`src/rtl/logic_axi4_lite_register_slave.sv`:
```
// AXI4-Lite responder terminating into a bank of memory-mapped registers.
// Register contents and per-register write pulses are exported to fabric logic.

module logic_axi4_lite_register_word #(
  parameter int                    DATA_BYTES  = 4,
  parameter logic [DATA_BYTES*8-1:0] RESET_VALUE = '0
) (
  input  logic                    aclk,
  input  logic                    areset,
  input  logic                    we,
  input  logic [DATA_BYTES-1:0]   wstrb,
  input  logic [DATA_BYTES*8-1:0] wdata,
  output logic [DATA_BYTES*8-1:0] q
);
  logic [DATA_BYTES*8-1:0] q_q, q_d;

  always_comb begin
    q_d = q_q;
    if (we) begin
      for (int k = 0; k < DATA_BYTES; k++) begin
        if (wstrb[k]) q_d[k*8 +: 8] = wdata[k*8 +: 8];
      end
    end
  end

  always_ff @(posedge aclk or posedge areset) begin
    if (areset) q_q <= RESET_VALUE;
    else        q_q <= q_d;
  end

  assign q = q_q;
endmodule

module logic_axi4_lite_register_slave #(
  parameter int                      DATA_BYTES    = 4,
  parameter int                      ADDRESS_WIDTH = 8,
  parameter int                      REGISTERS     = 16,
  parameter logic [DATA_BYTES*8-1:0] RESET_VALUE   = '0
) (
  input  logic                              aclk,
  input  logic                              areset,
  input  logic                              slave_awvalid,
  output logic                              slave_awready,
  input  logic [ADDRESS_WIDTH-1:0]          slave_awaddr,
  input  logic [2:0]                        slave_awprot,
  input  logic                              slave_wvalid,
  output logic                              slave_wready,
  input  logic [DATA_BYTES*8-1:0]           slave_wdata,
  input  logic [DATA_BYTES-1:0]             slave_wstrb,
  output logic                              slave_bvalid,
  input  logic                              slave_bready,
  output logic [1:0]                        slave_bresp,
  input  logic                              slave_arvalid,
  output logic                              slave_arready,
  input  logic [ADDRESS_WIDTH-1:0]          slave_araddr,
  input  logic [2:0]                        slave_arprot,
  output logic                              slave_rvalid,
  input  logic                              slave_rready,
  output logic [DATA_BYTES*8-1:0]           slave_rdata,
  output logic [1:0]                        slave_rresp,
  output logic [REGISTERS*DATA_BYTES*8-1:0] registers,
  output logic [REGISTERS-1:0]              written
);
  localparam int DW    = DATA_BYTES * 8;
  localparam int LSB   = $clog2(DATA_BYTES);
  localparam int IDX_W = ADDRESS_WIDTH - LSB;
  localparam logic [1:0] OKAY   = 2'd0;
  localparam logic [1:0] SLVERR = 2'd2;

  function automatic logic idx_ok(input logic [IDX_W-1:0] idx);
    return 32'(idx) < 32'(REGISTERS);
  endfunction

  logic                 aw_held_q, aw_held_d;
  logic [IDX_W-1:0]     aw_idx_q, aw_idx_d;
  logic                 w_held_q, w_held_d;
  logic [DW-1:0]        wdata_q, wdata_d;
  logic [DATA_BYTES-1:0] wstrb_q, wstrb_d;
  logic                 bvalid_q, bvalid_d;
  logic [1:0]           bresp_q, bresp_d;
  logic [REGISTERS-1:0] written_q, written_d;
  logic                 rvalid_q, rvalid_d;
  logic [1:0]           rresp_q, rresp_d;
  logic [DW-1:0]        rdata_q, rdata_d;

  logic [REGISTERS-1:0]         we;
  logic [REGISTERS-1:0][DW-1:0] regs;
  logic                         commit;
  logic [IDX_W-1:0]             ar_idx;
  logic [DW-1:0]                rd_word;
  logic                         unused_ok;

  // A held write may commit on the same edge its predecessor's response is taken.
  assign commit = aw_held_q && w_held_q && (!bvalid_q || slave_bready);
  assign ar_idx = slave_araddr[ADDRESS_WIDTH-1:LSB];

  for (genvar i = 0; i < REGISTERS; i++) begin : g_reg
    assign we[i] = commit && (aw_idx_q == IDX_W'(i));
    logic_axi4_lite_register_word #(
      .DATA_BYTES (DATA_BYTES),
      .RESET_VALUE(RESET_VALUE)
    ) u_word (
      .aclk  (aclk),
      .areset(areset),
      .we    (we[i]),
      .wstrb (wstrb_q),
      .wdata (wdata_q),
      .q     (regs[i])
    );
  end

  always_comb begin
    rd_word = '0;
    for (int i = 0; i < REGISTERS; i++) begin
      if (ar_idx == IDX_W'(i)) rd_word = regs[i];
    end
  end

  always_comb begin
    aw_held_d = aw_held_q;
    aw_idx_d  = aw_idx_q;
    w_held_d  = w_held_q;
    wdata_d   = wdata_q;
    wstrb_d   = wstrb_q;
    bvalid_d  = bvalid_q;
    bresp_d   = bresp_q;
    written_d = we;
    rvalid_d  = rvalid_q;
    rresp_d   = rresp_q;
    rdata_d   = rdata_q;

    if (commit) begin
      aw_held_d = 1'b0;
      w_held_d  = 1'b0;
      bvalid_d  = 1'b1;
      bresp_d   = idx_ok(aw_idx_q) ? OKAY : SLVERR;
    end else if (bvalid_q && slave_bready) begin
      bvalid_d = 1'b0;
    end

    if (slave_awvalid && !aw_held_q) begin
      aw_held_d = 1'b1;
      aw_idx_d  = slave_awaddr[ADDRESS_WIDTH-1:LSB];
    end
    if (slave_wvalid && !w_held_q) begin
      w_held_d = 1'b1;
      wdata_d  = slave_wdata;
      wstrb_d  = slave_wstrb;
    end

    if (slave_arvalid && !rvalid_q) begin
      rvalid_d = 1'b1;
      rdata_d  = rd_word;
      rresp_d  = idx_ok(ar_idx) ? OKAY : SLVERR;
    end else if (rvalid_q && slave_rready) begin
      rvalid_d = 1'b0;
    end
  end

  always_ff @(posedge aclk or posedge areset) begin
    if (areset) begin
      aw_held_q <= 1'b0;
      aw_idx_q  <= '0;
      w_held_q  <= 1'b0;
      wdata_q   <= '0;
      wstrb_q   <= '0;
      bvalid_q  <= 1'b0;
      bresp_q   <= OKAY;
      written_q <= '0;
      rvalid_q  <= 1'b0;
      rresp_q   <= OKAY;
      rdata_q   <= '0;
    end else begin
      aw_held_q <= aw_held_d;
      aw_idx_q  <= aw_idx_d;
      w_held_q  <= w_held_d;
      wdata_q   <= wdata_d;
      wstrb_q   <= wstrb_d;
      bvalid_q  <= bvalid_d;
      bresp_q   <= bresp_d;
      written_q <= written_d;
      rvalid_q  <= rvalid_d;
      rresp_q   <= rresp_d;
      rdata_q   <= rdata_d;
    end
  end

  assign slave_awready = !aw_held_q;
  assign slave_wready  = !w_held_q;
  assign slave_bvalid  = bvalid_q;
  assign slave_bresp   = bresp_q;
  assign slave_arready = !rvalid_q;
  assign slave_rvalid  = rvalid_q;
  assign slave_rdata   = rdata_q;
  assign slave_rresp   = rresp_q;
  assign registers     = regs;
  assign written       = written_q;

  // Protection bits and sub-word address bits carry no meaning here.
  assign unused_ok = ^{slave_awprot, slave_arprot, slave_awaddr, slave_araddr};
endmodule

```
`config.mk`:
```
export PLATFORM = sky130hd
export DESIGN_NAME = logic_axi4_lite_register_slave
export DESIGN_NICKNAME = d
export VERILOG_FILES = /design/src/rtl/logic_axi4_lite_register_slave.sv
export SDC_FILE = /design/constraint.sdc
export NUM_CORES = 1
export LEC_CHECK = 0
export ABC_AREA = 1
export CAP_MARGIN = 20
export CORE_AREA = 2 2 244 246
export DETAILED_ROUTE_END_ITERATION = 10
export DIE_AREA = 0 0 246 248
export PLACE_DENSITY = 0.76
export RECOVER_POWER = 25
export SETUP_SLACK_MARGIN = 0.4
export SLEW_MARGIN = 30
export SYNTH_ARGS = -nofsm -noshare
export SYNTH_HDL_FRONTEND = slang
export SYNTH_SLANG_ARGS = --single-unit
```
`constraint.sdc`:
```
create_clock -name aclk -period 20.1 [get_ports aclk]
set_input_delay 4.02 -clock aclk [delete_from_list [all_inputs] [get_ports aclk]]
set_output_delay 4.02 -clock aclk [all_outputs]
set_load 0.005 [all_outputs]
```
# Word-level counts from Yosys, hierarchy flattened
# Cells that the tools add are included.
dict set report op_classes {
  n_reduce_logical 98
  magnitude_cmp 2
  muxes 25
  eq_ne 30
}
# cell count
set ops {}
lappend ops {{32-bit 2-to-1 mux} 16}
lappend ops {{2-bit AND reduction} 64}
lappend ops {{6-bit by 4-bit == test with 1-bit output, second input constant} 16}
lappend ops {{6-bit by 3-bit == test with 1-bit output, second input constant} 8}
lappend ops {{6-bit by 2-bit == test with 1-bit output, second input constant} 4}
lappend ops {{1-bit logical AND} 23}
lappend ops {{6-bit by 1-bit == test with 1-bit output, second input constant} 2}
lappend ops {{6-bit zero test} 2}
lappend ops {{6-bit by 5-bit less-than comparator with 1-bit output, second input constant} 2}
lappend ops {{2-bit nonzero test} 4}
lappend ops {{1-bit 2-to-1 mux} 7}
lappend ops {{1-bit zero test} 4}
lappend ops {{2-bit 2-to-1 mux} 2}
lappend ops {{1-bit logical OR} 1}
dict set report word_totals {
  regBits 610
  wordCells 230
}

# Depth between registers and ports, before layout
# Gate-level depths: netlist of the first run.
dict set report depth {
  ltp_word 17
  ltp_mapped 16
  mapped_depth_nobuf 15
}

# Modules after synthesis
# Synthesis of the first run repeated with hierarchy kept, for this count alone.
dict set report unflattened {
  cells_unflattened 3723
  area_unflattened_um2 29168.0
}
# mod cells_per_inst area_per_inst_um2 instances seq_area_each_um2
set by_module_without_submodules {}
lappend by_module_without_submodules {logic_axi4_lite_register_word 141 1295.0 16 800.8}
lappend by_module_without_submodules {logic_axi4_lite_register_slave 1467 8448.1 1 2402.3}

# Worst setup path before layout of the first run
# Ideal clock, no wire load.
dict set report synth_path {
  kind {input port to flip-flop}
  start {input slave_araddr[7]}
  end {register rdata_q[22] (netlist: slave_rdata[22])}
  path_stages 13
  setup_time_ps 116
  setup_slack_ps 14719
  path_buffers 1
  arrival_time_ps 5265
  path_cell_list {nor2_4 nand3_4 nor2_4 inv_2 buf_2 o21ai_1 inv_1 nand2_1 nand4_1 o21ai_1 nand4_1 nand2_1 nand2_1}
}
dict set report synth_via {
  elab_chain_len 17
  word_cells_on_any_way 32
  classes_between {eq/ne (15); mux (16); reduce/logical (1)}
}
# item line_no
set synth_rtl {}
lappend synth_rtl {{start, declared} 55} ;# input logic [ADDRESS_WIDTH-1:0] slave_araddr,
lappend synth_rtl {{6-bit zero test} 115} ;# if (ar_idx == IDX_W'(i)) rd_word = regs[i];
lappend synth_rtl {{32-bit 2-to-1 mux (15 in series)} 115}
lappend synth_rtl {{32-bit 2-to-1 mux (*)} 115}
lappend synth_rtl {{end signal, assigned} 184} ;# rdata_q <= rdata_d;
lappend synth_rtl {{end, declared} 84} ;# logic [DW-1:0] rdata_q, rdata_d;
# Mark *: on every way between the ends. The rest lies on a longest branch, timed or not.
# A chain may end at the register's enable or synchronous reset.

==> results of run 1 <==
logic make-up (layout without fill, tap and decap cells):
family	Yosys count	after routing	share of synthesized area [%]
AO/OA/AOI/OAI	628	628	12.1
AND/OR/NAND/NOR	1491	1491	23.6
multiplexers	2	2	0.0867
other	1	3	0.0144
flip-flops	608	608	58.6
buffers and inverters	369	966	5.63
cell usage in the layout, fill, tap and decap left out, drive strengths merged, types with 2 or more instances in the layout:
| cell | instances |
|---|---|
| nor3 | 2 |
| buf | 25 |
| clkinvlp | 2 |
| mux2 | 2 |
| bufinv | 4 |
| nand3 | 62 |
| clkdlybuf4s50 | 445 |
| o21ai | 522 |
| clkinv | 13 |
| clkbuf | 100 |
| a21oi | 106 |
| or2 | 24 |
| inv | 201 |
| nand2 | 1073 |
| nor2 | 239 |
| dfrtp | 608 |
| nand4 | 91 |
| conb | 2 |
| dlygate4sd3 | 176 |
per-stage QoR:
stage	power (mW)	utilization (%)
floorplan	2.24	-
CTS	4.37	59.8
global placement	3.10	56.0
global route	4.54	59.7
finish	4.34	59.7
detailed placement	3.14	56.1
synthesized netlist by cell type, drive strengths merged:
master	instances	area share (%)
a21oi	106	2.0
buf	54	1.1
clkbuf	116	1.7
conb	1	0.014
dfrtp	608	59
inv	199	2.9
mux2	2	0.087
nand2	1073	16
nand3	62	1.3
nand4	91	2.2
nor2	239	3.9
nor3	2	0.077
o21ai	522	10
or2	24	0.58
per-layer routing:
metal | track usage (%) | vias up | wire (um)
met4 | 16.7 | 2 | 5590
met2 | 52.1 | 1402 | 47000
met5 | 0 | - | 13
met3 | 7.83 | 287 | 10700
li1 | - | 11100 | -
met1 | 45.7 | 11900 | 41800
state kept, by name, summed over array words and instances (netlist names), 4 cells and up:
name and flops:
wstrb_q 4, written 16, slave_rdata 32, wdata_q 32, g.u_word.q 512, aw_idx_q 6
cell type report:
| cell class | instances | area share [%] |
|---|---|---|
| diodes | 1 | 0.00717 |
| repair buffers | 653 | 18.5 |
| flip-flops and latches | 608 | 43.6 |
| multi-input cells | 2123 | 26.7 |
| inverters | 199 | 2.15 |
| well taps | 773 | 2.77 |
| clock buffers | 93 | 5.52 |
| clock inverters | 21 | 0.735 |
worst max-delay path, stage by stage:
cell	delay [ns]
dlygate4sd3_1	0.57
clkinvlp_4	0.07
clkbuf_1	2.81
clkbuf_1	0.80
clkbuf_1	2.05
buf_6	0.74
buf_6	0.68
worst paths after layout:
path,to,slack (ns),cells past startpoint
setup / recovery,g_reg[13].u_word.q[1]$_DFFE_PP0P_,8.74,7
hold / removal,slave_rdata[5]$_DFFE_PP0P_,0.47,2
max in group aclk,wdata_q[9]$_DFFE_PP0P_,13.00,4
min in group asynchronous,wdata_q[26]$_DFFE_PP0P_,5.47,3
hold reg to reg,slave_rdata[5]$_DFFE_PP0P_,0.47,2
setup reg to reg,wdata_q[9]$_DFFE_PP0P_,16.50,4
power groups by stage:
stage	combinational, mW	sequential, mW	clock (mW)
6_report	1.25	1.85	1.24
5_1_grt	1.36	1.89	1.30
4_1_cts	1.28	1.84	1.24
3_5_place_dp	1.28	1.86	0
3_3_place_gp	1.25	1.85	0
2_1_floorplan	0.439	1.80	0
==> metrics.yaml, run 1 <==
outcome: "complete, but fails checks"
violations: "capacitance limit, slew limit"
dieArea_um2: 61000
p_comb_share_pct: 28.8
cts_buffer_depth: 3
critPathArrivalTime_ns: 12.00
dpl_cell_area_um2: 32800
critPathKind: "input port to async pin"
placed_cells: 4355
fmax_mhz: 88.0
htreeDepth: 3
grt_antenna_before_repair: 1
vias_per_cell: 5.52
seq_area_um2: 15200
grt_pass1_wl_um: 152000
grt_overflow: 0
pin_count: 634
syn2layout_area_growth_pct: 34.4
crit_path_start: "areset"
hp-start: "slave_rdata[5]$_DFFE_PP0P_"
fillCellCount: 5087
finalMaxSlewViolations: 314
r2r_start: "w_held_q$_DFFE_PP0P_"
start_util_pct: 44.4
avgSynthCellArea_um2: 8.38
grtUsageTotal_pct: 34.0
post_cts_buffers: 0
cts_tree: "built"
required_ns: 20.73
final_area_um2: 34900
cts-root-buf: "clkbuf_16"
hold_buffers: 0
power_frac_seq_pct: 42.7
relSlewSlack_pct: -169
core_um2: 58500
leakagePower_nw: 16.1
drt-total-wl_um: 105000
ys_seq_area_share_pct: 58.6
drt_iter0_markers: 2289
power_density_nw_per_um2: 124
hpwl_um: 72400
fin_cells: 4471
rsz0062_at_grt: "no"
cap_violations: 5
hp-class: "flop to flop"
ctsResizeCount: 0
setup_slack_ns: 8.74
clock_latency_ns: 0.62
setup_viol: 0
vias: 24700
worst_pin_slew_ns: 4.03
clockPowerShare_pct: 28.5
fin_crit_sh_pct: 56.5
row_count: 89
hold_viol: 0
multiInputGateArea_um2: 9330
drive_gt1_share_pct: 4.79
synthesis.instances: 3099
skew_ns: 0.0263
clk_pin_slew_ns: 0.06
whs_ns: 0.472
firstDrtPassIters: 6
grt_pass1_vias: 23200
io_buffers: 621
period_minus_slack_ns: 11.36
post-place-ws_ns: 11.85
ir_drop_uv: 110
gp_congestion: 0.894
yosysWarnings: 0
wl_per_cell_um: 23.5
final_nets: 3717
end_kind: "async pin"
cts_buffers: 67
synth_area_um2: 26000
drc_errors: 0
start_kind: "input port"
ant_nets: 0
netSwitchingPower_mw: 1.46
cts.sinks: 608
sw_frac_of_total_pct: 33.6
grt_start_max_net_pins: 86
p_int_mw: 2.88
critPathMaxFanout: 85
fin_tns_setup_ns: 0
synth_cell_types: 25
synth_seq_cells: 608
die_w_um: 246
die_h_um: 248
No activity file was read; power rests on OpenSTA's default activity.
==> run 2, diff against run 1 <==
- clock period: 20.1 -> 9.49 ns (I/O delays scaled with it)
==> metrics.yaml, run 2 (synthesis gave the netlist of run 1 again) <==
outcome: "complete, but fails checks"  # unchanged
violations: "capacitance limit, slew limit"  # unchanged
rsz0062_at_grt: "no"  # unchanged
final_nets: 3717  # unchanged
clock_latency_ns: 0.61  # was 0.62 ns
reg2reg_setup_slack_ns: 5.11  # was 16.50 ns
pin_count: 634  # unchanged
grt_pass1_wl_um: 151000  # was 152000 um
crit_chain: "dlygate4sd3_1, clkinvlp_2, clkbuf_1, buf_4"  # was dlygate4sd3_1, clkinvlp_4, clkbuf_1, clkbuf_1, clkbuf_1, buf_6, buf_6
grt_pass1_vias: 22800  # was 23200
relSlewSlack_pct: -202  # was -169%
start_kind: "input port"  # unchanged
htreeDepth: 3  # unchanged
start_util_pct: 44.4  # unchanged
seq_area_um2: 15200  # unchanged
mostFrequentLayoutCell: "nand2_1"  # unchanged
hp-start: "slave_rdata[5]$_DFFE_PP0P_"  # unchanged
post_cts_buffers: 0  # unchanged
syn2layout_area_growth_pct: 34.2  # was 34.4%
io_buffers: 621  # unchanged
drt-total-wl_um: 106000  # was 105000 um
gp_congestion: 0.898  # was 0.894
period_minus_slack_ns: 6.22
drc_errors: 0  # unchanged
total_power_mw: 9.19  # was 4.34 mW
required_ns: 10.15  # was 20.73 ns
wl_per_cell_um: 23.6  # was 23.5 um
critPathMaxFanout: 65  # was 85
min_path_cells: 2  # unchanged
final_cell_mix: "1070 x nand2_1, 608 x dfrtp_1, 564 x clkdlybuf4s50_1"  # was 1071 x nand2_1, 608 x dfrtp_1, 515 x o21ai_0
fin_crit_sh_pct: 65.6
row_count: 89  # unchanged
critPathKind: "input port to async pin"  # unchanged
ant_nets: 0  # unchanged
vias: 24800  # was 24700
power_density_nw_per_um2: 263  # was 124 nW/um2
cts_tree: "built"  # unchanged
end_kind: "async pin"  # unchanged
leakagePower_nw: 15.8  # was 16.1 nW
hold_end: "slave_rdata[5]$_DFFE_PP0P_"  # unchanged
setup_slack_ns: 3.27  # was 8.74 ns
finalMaxSlewViolations: 213  # was 314
grtUsageTotal_pct: 34.0  # about the same
final_area_um2: 34900  # about the same
reg2reg_depth: 4  # unchanged
largest_reg_flops: 512  # unchanged
cts-root-buf: "clkbuf_16"  # unchanged
clk_pin_slew_ns: 0.06  # about the same
slowest_stage: "clkbuf_1"  # unchanged
grt_antenna_before_repair: 2  # was 1
skew_ns: 0.0253  # was 0.0263 ns
worst_pin_slew_ns: 4.54  # was 4.03 ns
dieArea_um2: 61000  # unchanged
post-place-ws_ns: 4.19  # was 11.85 ns
die_w_um: 246  # unchanged
cts.sinks: 608  # unchanged
cap_violations: 5  # unchanged
whs_ns: 0.472  # about the same
firstDrtPassIters: 7  # was 6
hold_buffers: 0  # unchanged
critPathArrivalTime_ns: 6.88  # was 12.00 ns
cts_buffer_depth: 3  # unchanged
fmax_mhz: 161
hold_viol: 0  # unchanged
r2r_start: "w_held_q$_DFFE_PP0P_"  # unchanged
ir_drop_uv: 170  # was 110 uV
placed_cells: 4355  # unchanged
r2r-end: "w_held_q$_DFFE_PP0P_"  # was wdata_q[9]$_DFFE_PP0P_
cts_buffers: 67  # unchanged
dpl_cell_area_um2: 32800  # about the same
ctsResizeCount: 0  # unchanged
hp-class: "flop to flop"  # unchanged
core_um2: 58500  # unchanged
setup_viol: 0  # unchanged
vias_per_cell: 5.55  # was 5.52
hpwl_um: 72700  # was 72400 um
grt_overflow: 0  # unchanged
utilization_pct: 59.6  # was 59.7%
fin_tns_setup_ns: 0  # unchanged
multiInputGateArea_um2: 9340  # was 9330 um2
max_stage_delay_ns: 2.54  # was 2.81 ns
fin_cells: 4468  # was 4471
die_h_um: 248  # unchanged
drive_gt1_share_pct: 4.60  # was 4.79%
grt_start_max_net_pins: 170  # was 86
fillCellCount: 5117  # was 5087
drt_iter0_markers: 2429  # was 2289
[run 2: metal layers]
layer,wire length [um],up-vias,track usage [%]
met4,5440,0,16.2
met3,11300,286,8.12
met1,41000,12000,45.4
li1,-,11100,-
met2,47800,1458,52.3
met5,0,-,0
[run 2: worst max-delay path: cells and delay by family]
kind	cells	cell delay, ns
buf+inv	4	4.84
[run 2: worst max path at each step]
stage / startpoint / depth (start not counted) / end
after floorplan: areset / 1 / aw_held_q$_DFFE_PP0P_
after CTS: slave_araddr[3] / 16 / slave_rdata[10]$_DFFE_PP0P_
final: areset / 4 / g_reg[6].u_word.q[20]$_DFFE_PP0P_
after global routing: areset / 4 / g_reg[5].u_word.q[19]$_DFFE_PP0P_
after global placement: slave_araddr[3] / 16 / slave_rdata[5]$_DFFE_PP0P_
after detailed placement: slave_araddr[3] / 16 / slave_rdata[10]$_DFFE_PP0P_
[run 2: layout make-up]
| type | count | share of cell area (%) |
|---|---|---|
| Clock inverter | 13 | 0.456 |
| Inverter | 199 | 2.15 |
| Antenna cell | 1 | 0.00718 |
| Timing Repair Buffer | 653 | 18.6 |
| Sequential cell | 608 | 43.6 |
| Tap cell | 773 | 2.77 |
| Clock buffer | 98 | 5.58 |
| Multi-Input combinational cell | 2123 | 26.8 |
[run 2: where the power goes]
group          internal, mW  total (mW)  switching (mW)  leakage, nW
registers              3.29        3.93           0.645         8.08
logic                  1.33        2.70            1.37         6.67
clock network          1.48        2.55            1.08         1.03
total                  6.09        9.19            3.09         15.8
